<file path="src/rtl/axis_snoop_pkg.sv">
// Shared definitions for the snoop debug framer.
//   framer_state_t      : frame sequencing states (SOF, seq, payload, length, checksum)
//   SNOOP_SOF_DEFAULT   : default start-of-frame marker byte
//   SNOOP_TRAILER_BYTES : bytes appended after the payload (len_lo, len_hi, csum)
package axis_snoop_pkg;

  typedef enum logic [2:0] {
    IDLE   = 3'd0,
    SEQ    = 3'd1,
    DATA   = 3'd2,
    LEN_LO = 3'd3,
    LEN_HI = 3'd4,
    CSUM   = 3'd5
  } framer_state_t;

  localparam logic [7:0] SNOOP_SOF_DEFAULT   = 8'hA5;
  localparam int         SNOOP_TRAILER_BYTES = 3;

endpackage

</file>
<file path="src/rtl/axis_byte_out_reg.sv">
// Byte-wide AXIS output register with full backpressure.
// Ports:
//   clk, rst_n        : clock, asynchronous active-low reset
//   load_en           : producer offers a byte this cycle (only taken when ld=1)
//   load_data/last    : byte and TLAST flag offered
//   m_tready          : downstream ready
//   ld                : register may accept a new byte this cycle
//   m_tvalid/tdata/tlast : registered AXIS master outputs
//
// Handshake: a byte transfers on a rising edge where m_tvalid & m_tready.
// While m_tvalid & ~m_tready the register holds data/last stable; valid
// never drops without a transfer.
module axis_byte_out_reg (
  input  logic       clk,
  input  logic       rst_n,
  input  logic       load_en,
  input  logic [7:0] load_data,
  input  logic       load_last,
  input  logic       m_tready,
  output logic       ld,
  output logic       m_tvalid,
  output logic [7:0] m_tdata,
  output logic       m_tlast
);

  logic       tvalid_q, tvalid_d;
  logic [7:0] tdata_q,  tdata_d;
  logic       tlast_q,  tlast_d;

  // Register is free when empty or when its current byte leaves this cycle.
  assign ld = ~tvalid_q | m_tready;

  always_comb begin
    tvalid_d = tvalid_q;
    tdata_d  = tdata_q;
    tlast_d  = tlast_q;
    if (ld) begin
      tvalid_d = load_en;
      if (load_en) begin
        tdata_d = load_data;
        tlast_d = load_last;
      end
    end
  end

  always_ff @(posedge clk or negedge rst_n) begin
    if (!rst_n) begin
      tvalid_q <= 1'b0;
      tdata_q  <= 8'h00;
      tlast_q  <= 1'b0;
    end else begin
      tvalid_q <= tvalid_d;
      tdata_q  <= tdata_d;
      tlast_q  <= tlast_d;
    end
  end

  assign m_tvalid = tvalid_q;
  assign m_tdata  = tdata_q;
  assign m_tlast  = tlast_q;

endmodule

</file>
<file path="src/rtl/axis_snoop_framer.sv">
// Wraps each snoop packet into a debug frame:
//   SOF, seq, payload..., len_lo, len_hi, csum (TLAST on csum)
// csum is the XOR of seq, every payload byte, len_lo and len_hi (SOF excluded).
// Ports:
//   AXIS_ACLK / AXIS_ARESETN : clock, asynchronous active-low reset
//   S_AXIS_*                 : 8-bit payload slave from the snoop FIFO
//   M_AXIS_*                 : 8-bit frame master towards the serialiser
//   FRAME_COUNT              : frames whose checksum byte has been handshaken
//   dbg_state                : current framer state
//
// Handshake: on both sides a beat transfers on a rising edge where
// TVALID & TREADY. S_AXIS_TREADY is (state==DATA) & ld and never looks at
// S_AXIS_TVALID; the master side holds its byte stable while stalled.
module axis_snoop_framer
  import axis_snoop_pkg::*;
#(
  parameter logic [7:0] SOF_BYTE  = SNOOP_SOF_DEFAULT,
  parameter int         LEN_WIDTH = 16
) (
  input  logic          AXIS_ACLK,
  input  logic          AXIS_ARESETN,
  input  logic          S_AXIS_TVALID,
  output logic          S_AXIS_TREADY,
  input  logic [7:0]    S_AXIS_TDATA,
  input  logic          S_AXIS_TLAST,
  output logic          M_AXIS_TVALID,
  input  logic          M_AXIS_TREADY,
  output logic [7:0]    M_AXIS_TDATA,
  output logic          M_AXIS_TLAST,
  output logic [31:0]   FRAME_COUNT,
  output framer_state_t dbg_state
);

  framer_state_t        state_q, state_d;
  logic [7:0]           seq_q, seq_d;
  logic [LEN_WIDTH-1:0] len_q, len_d;
  logic [7:0]           csum_q, csum_d;
  logic [31:0]          frame_count_q, frame_count_d;

  logic       ld;
  logic       load_en;
  logic [7:0] load_data;
  logic       load_last;

  axis_byte_out_reg u_out (
    .clk       (AXIS_ACLK),
    .rst_n     (AXIS_ARESETN),
    .load_en   (load_en),
    .load_data (load_data),
    .load_last (load_last),
    .m_tready  (M_AXIS_TREADY),
    .ld        (ld),
    .m_tvalid  (M_AXIS_TVALID),
    .m_tdata   (M_AXIS_TDATA),
    .m_tlast   (M_AXIS_TLAST)
  );

  assign S_AXIS_TREADY = (state_q == DATA) & ld;

  always_comb begin
    state_d       = state_q;
    seq_d         = seq_q;
    len_d         = len_q;
    csum_d        = csum_q;
    frame_count_d = frame_count_q;
    load_en       = 1'b0;
    load_data     = 8'h00;
    load_last     = 1'b0;

    if (M_AXIS_TVALID && M_AXIS_TREADY && M_AXIS_TLAST)
      frame_count_d = frame_count_q + 32'd1;

    // Everything below only moves when the output register can take a byte,
    // which is what freezes the whole frame under downstream backpressure.
    if (ld) begin
      unique case (state_q)
        IDLE: begin
          // A waiting beat only starts the frame; it is consumed in DATA.
          if (S_AXIS_TVALID) begin
            load_en   = 1'b1;
            load_data = SOF_BYTE;
            len_d     = '0;
            csum_d    = 8'h00;
            state_d   = SEQ;
          end
        end
        SEQ: begin
          load_en   = 1'b1;
          load_data = seq_q;
          csum_d    = csum_q ^ seq_q;
          state_d   = DATA;
        end
        DATA: begin
          if (S_AXIS_TVALID) begin
            load_en   = 1'b1;
            load_data = S_AXIS_TDATA;
            csum_d    = csum_q ^ S_AXIS_TDATA;
            // Saturate: oversized packets still pass through, length pins at max.
            if (len_q != '1) len_d = len_q + 1'b1;
            if (S_AXIS_TLAST) state_d = LEN_LO;
          end
        end
        LEN_LO: begin
          load_en   = 1'b1;
          load_data = len_q[7:0];
          csum_d    = csum_q ^ len_q[7:0];
          state_d   = LEN_HI;
        end
        LEN_HI: begin
          load_en   = 1'b1;
          load_data = len_q[15:8];
          csum_d    = csum_q ^ len_q[15:8];
          state_d   = CSUM;
        end
        CSUM: begin
          load_en   = 1'b1;
          load_data = csum_q;
          load_last = 1'b1;
          seq_d     = seq_q + 8'd1;
          state_d   = IDLE;
        end
        default: state_d = IDLE;
      endcase
    end
  end

  always_ff @(posedge AXIS_ACLK or negedge AXIS_ARESETN) begin
    if (!AXIS_ARESETN) begin
      state_q       <= IDLE;
      seq_q         <= 8'h00;
      len_q         <= '0;
      csum_q        <= 8'h00;
      frame_count_q <= 32'd0;
    end else begin
      state_q       <= state_d;
      seq_q         <= seq_d;
      len_q         <= len_d;
      csum_q        <= csum_d;
      frame_count_q <= frame_count_d;
    end
  end

  assign FRAME_COUNT = frame_count_q;
  assign dbg_state   = state_q;

endmodule

</file>
<file path="config.mk">
export PLATFORM = sky130hd
export DESIGN_NAME = axis_snoop_framer
export DESIGN_NICKNAME = d
export VERILOG_FILES = /design/src/rtl/axis_snoop_pkg.sv /design/src/rtl/axis_byte_out_reg.sv /design/src/rtl/axis_snoop_framer.sv
export SDC_FILE = /design/constraint.sdc
export NUM_CORES = 1
export LEC_CHECK = 0
export CORE_UTILIZATION = 45
export CTS_CLUSTER_DIAMETER = 150
export DETAILED_ROUTE_END_ITERATION = 7
export GPL_TIMING_DRIVEN = 0
export PLACE_DENSITY = 0.8
export SYNTH_ARGS = -nofsm -noshare
export SYNTH_HDL_FRONTEND = slang
export SYNTH_SLANG_ARGS = --single-unit
</file>
<file path="constraint.sdc">
create_clock -name AXIS_ACLK -period 3.57 [get_ports AXIS_ACLK]
set_input_delay 0.5355 -clock AXIS_ACLK [delete_from_list [all_inputs] [get_ports AXIS_ACLK]]
set_output_delay 0.5355 -clock AXIS_ACLK [all_outputs]
set_load 0.03 [all_outputs]
</file>
Word level (Yosys, flattened, before mapping). Cells that the tools add are included.

Bitwise logic cells: 7. Add/subtract/negate cells: 3. Equal/unequal tests: 10. Reduce and logical (&&, ||, !) cells: 12. Mux-type cells: 18.

Operators by type and width (count): 16-bit 2-to-1 mux (3); 8-bit one-hot mux with 6 select lines (1); 8-bit one-hot mux with 5 select lines (1); 32-bit by 1-bit adder with 32-bit output (second input constant) (1); 8-bit 2-to-1 mux (4); 16-bit one-hot mux with 2 select lines (1); 8-bit bitwise XOR (4); 16-bit by 1-bit adder with 16-bit output (second input constant) (1); 16-bit != test (second input constant) (1); 3-bit one-hot mux with 5 select lines (1); 3-bit 2-to-1 mux (3); 8-bit by 1-bit adder with 8-bit output (second input constant) (1); 4-bit AND reduction (2); 3-bit by 2-bit equality test with 1-bit output (second input constant) (2); 3-bit equality test (second input constant) (2); 2-bit != test (second input constant) (3); 5-bit AND reduction (1); 5-bit nonzero test (1); 2-bit AND reduction (2); 4-bit OR reduction (1); 3-bit by 1-bit equality test with 1-bit output (second input constant) (1); 3-bit zero test (1); 1-bit 2-to-1 mux (3); 1-bit logical AND (2); 7 further kinds (7).

Logic and storage cells: 58. Input bits: 13. Flip-flop bits (word level): 77.

Longest topological paths before layout.
Depth after elaboration: 5. Gate-level depth with buffers: 7.

Cells and area by module. From an unflattened synthesis, not the netlist that was laid out.

Cells, all modules: 418. Area total of the unflattened synthesis: 4192.8 um2.

Modules (own cells, without submodules): axis_snoop_framer (times used 1, area an instance 3767.4 um2, cells an instance 396); axis_byte_out_reg (times used 1, area an instance 425.4 um2, cells an instance 22).

Worst setup path after synthesis. No wires, ideal clock.

Path type: register to output. Start: register state_q[2] (netlist: dbg_state[2]). End: output S_AXIS_TREADY. Stages on the path, launching flop included: 5. Path slack: 1481 ps. Buffers on the path: 2. Arrival: 1553 ps. Required time: 3034 ps. Cells stage by stage: dfrtp_1 > buf_2 > buf_1 > nor2_1 > and3_1.

Cells in the longest elaborated chain, start to end: 2.

RTL lines: from (decl) (RTL line axis_snoop_framer.sv:34) `framer_state_t state_q, state_d;`; from (signal assigned) (RTL line axis_snoop_framer.sv:135) `state_q <= state_d;`; 3-bit by 2-bit equality test with 1-bit output (RTL line axis_snoop_framer.sv:58) `assign S_AXIS_TREADY = (state_q == DATA) & ld;`; 1-bit bitwise AND (RTL line axis_snoop_framer.sv:58); to (decl) (RTL line axis_snoop_framer.sv:23) `output logic S_AXIS_TREADY,`.

No other way between the ends.

Worst setup path after layout.
Start: input M_AXIS_TREADY. End: output S_AXIS_TREADY.

Cells in the longest elaborated chain, start to end: 2.

RTL lines: from (decl) (RTL line axis_snoop_framer.sv:27) `input logic M_AXIS_TREADY,`; 1-bit bitwise OR (RTL line axis_byte_out_reg.sv:31) `assign ld = ~tvalid_q | m_tready;`; 1-bit bitwise AND (RTL line axis_snoop_framer.sv:58).

No other way between the ends.

==> key figures <==
Status
  – Status: finished clean

STA
  – Max-slew violations: 0
  – Unrepaired setup endpoints after global routing: no
  – Setup violations, final: 0
  – Final setup TNS: 0 ns
  – Slew @ Worst Pin: 1.25 ns
  – Worst hold slack: 0.472 ns
  – Tmin final: 3.16 ns
  – Final hold viol count: 0
  – Fmax: 316 MHz
  – Tcrit/Tclk final: 0.886
  – Relative slew slack: 0.157
  – Worst Skew: 0.0109 ns

Clock network
  – Clock tree sinks: 77
  – Root Driver: clkbuf_8
  – H-tree levels: 3
  – # resized after CTS: 0
  – Setup bufs post-CTS: 0
  – Max clock buf depth: 2
  – CTS tree: done
  – Total CTS buffers: 9
  – Worst-skew pair later-pin latency: 0.36 ns
  – Reg clk slew, reported paths: 0.08 ns

Pwr
  – Combinational group share of total power: 0.370
  – Power share of the clock group: 0.236
  – Final Power: 2.96 mW
  – Static leakage power: 2.22 nW
  – Switch Pwr: 1.15 mW
  – Peak VDD IR: 432 µV
  – Sequential share of power: 0.394
  – Power Dens Cells: 575 nW/µm²
  – Sw frac: 0.389
  – Int Power: 1.81 mW

Floorplanning
  – Die area: 9740 µm²
  – Number of placed I/O pins: 59
  – Die height: 98.7 µm
  – Row count: 34
  – Initial Utilization: 0.473
  – Die width: 98.7 µm
  – Core footprint: 8890 µm²

Global routing
  – Remaining Overflow, GRT: 0
  – All-Layer GR Usage: 0.228
  – First-pass GRT wire length: 17,600 µm
  – Vias in the first global route: 3,513
  – Largest net degree at the start of global routing: 73
  – Initial antenna violation count: 0

Worst setup path
  – Worst flop-to-flop path startpoint: dbg_state[0]$_DFFE_PN0P_
  – WP data arrival: 2.63 ns
  – Setup CP Type: in -> out
  – CP required: 3.03 ns
  – CP Capture Type: primary output
  – CP max FO: 10
  – Critical Path Source Type: primary input
  – CP startpoint: M_AXIS_TREADY

Placed design
  – Port-buffer cells: 57
  – RePlAce Congestion: 0.928
  – Post-DP HPWL: 7420 µm

Layout
  – N_diodes: 0
  – Most common cell after layout, fill and taps aside: dfrtp_1
  – Nets@finish: 514
  – Utilization after layout: 0.580
  – Layout fillers: 753
  – Commonest non-fill, non-tap cells in the layout: 77 x dfrtp_1, 56 x clkdlybuf4s50_1, 43 x nand2_1, 29 x nor3_1, 23 x xor2_1
  – Ratio of cells with drive above 1 in the final layout: 0.0636
  – Area Overhead vs Synth: 22.6%

Logic synthesis
  – Adder-cell share of the synthesized area: 0.00892
  – Flop and latch count out of synthesis: 77
  – Commonest register cell after synthesis: dfrtp_1
  – Avg Cell Area, Syn: 9.83 µm²
  – Synth Area in Compound Gates: 0.109
  – Area of the mapped netlist: 4210 µm²
  – Syn Inst Count: 428
  – Largest family of logic cells by synthesized area: simple AND/OR/NAND/NOR gates
  – Simple-gate area share of the yosys netlist: 0.248
  – Syn nets: 444
  – Synth cell types: 49
  – FFs w/ async S/R, synth: 1.00
  – XOR/XNOR Fraction of Synth Area: 0.0791
  – EDFF count, synth: 0
  – Multiplexer area fraction after synthesis: 0.0684
  – Register area share after synthesis: 0.458
  – Yosys warns: 0

Drt
  – DRC: 0
  – Final wirelength: 10,500 µm
  – Vias per Instance: 6.06
  – Detail Route Antenna Nets: 0
  – Drt pass-1 iters: 5
  – 1st-iter DRT viols: 327
  – Vias: 3,702
  – Wirelength per Cell: 17.3 µm

Run
  – Max-cap violations: 0

Hold path
  – Hold Crit Start: FRAME_COUNT[31]$_DFFE_PN0P_
  – Hold Crit Class: reg -> reg
-- metrics by stage --
step / area (µm²) / worst slack [ns] / cells
after floorplan: 4210 / 1.48 / 428
after global placement: 4910 / -0.718 / 593
after detailed placement: 4940 / 0.446 / 594
after CTS: 5160 / 0.434 / 611
after global routing: 5160 / 0.291 / 611
final: 5160 / 0.409 / 611
-- metal layers --
layer	part of all wire	vias to the layer above	wire length [µm]	GRT usage
met5	0	-	0	0
met4	0.019	0	198	0.0827
met3	0.074	25	780	0.0319
met2	0.47	191	4940	0.357
met1	0.44	1782	4620	0.323
li1	-	1704	-	-
-- worst max-delay path, stage by stage --
cell and delay [ns]:
clkdlybuf4s50_1 0.56, nand2b_1 0.22, clkbuf_1 0.40, and3_1 0.24, clkdlybuf4s50_1 0.67
-- flip-flops by register name, indices dropped and copies added, names as in the netlist --
name,cells
u_out.m_tlast,1
csum_q,8
u_out.m_tvalid,1
seq_q,8
len_q,16
FRAME_COUNT,32
u_out.m_tdata,8
dbg_state,3
-- area by class of cell --
class                   instances  area, µm²  share of cell area
plain buffers                  21       83.8              0.0163
clock buffers                  10        138              0.0267
clock inverters                 6       72.6              0.0141
inverters                      10       37.5             0.00728
multi-input cells             320       2160               0.419
flip-flops and latches         77       1930               0.374
well taps                     108        135              0.0262
repair buffers                 59        606               0.117
-- cell usage after synthesis (6+ instances only) --
cell	n	share of area
dfrtp_1	77	0.46
nand2_1	43	0.038
nor3_1	29	0.034
xor2_1	23	0.048
mux2i_1	22	0.052
nand4_1	19	0.028
xnor2_1	15	0.031
clkbuf_1	14	0.012
nand3_1	14	0.017
nand2b_1	13	0.019
a22oi_1	12	0.021
o21ai_0	12	0.014
a21oi_1	10	0.012
inv_1	10	0.0089
and3_1	9	0.013
nor3b_1	8	0.014
and4_1	7	0.015
and2_1	6	0.0089
mux2_2	6	0.016
nand3b_1	6	0.011
nor2_1	6	0.0054
nor2b_1	6	0.0089
-- worst paths after layout --
| check | endpoint | slack (ns) | cells past startpoint |
|---|---|---|---|
| worst max-delay path | S_AXIS_TREADY | 0.41 | 5 |
| worst min register to register | FRAME_COUNT[31]$_DFFE_PN0P_ | 0.47 | 1 |
| worst min-delay path | FRAME_COUNT[31]$_DFFE_PN0P_ | 0.47 | 1 |
| max in group asynchronous | seq_q[0]$_DFFE_PN0P_ | 2.49 | 3 |
| min in group asynchronous | FRAME_COUNT[10]$_DFFE_PN0P_ | 0.52 | 2 |
| worst max register to register | csum_q[7]$_DFFE_PN0P_ | 1.17 | 7 |
-- repair_timing --
item / CTS / global route
endpoints found under the setup margin: 0 / 0
hold buffers: 1 / 0
endpoints found under the hold margin: 5 / 0
-- power groups by stage --
stage | Clock (mW) | Combinational [mW] | Sequential, mW
after CTS | 0.708 | 1.08 | 1.16
final | 0.700 | 1.10 | 1.17
after global routing | 0.745 | 1.18 | 1.19
after global placement | 0 | 1.04 | 1.17
after detailed placement | 0 | 1.07 | 1.18
after floorplan | 0 | 0.581 | 1.28
-- logic make-up (layout without fill, tap and decap cells) --
logic type,count (synthesis),after routing
DFF,77,77
buffers and inverters,31,106
muxes,28,28
and+or+nand+nor,183,183
xor gates and xnor gates,38,38
adders and majority gates,3,3
AOI/OAI and AO/OA,68,68
(Power assumes the default switching activity.)
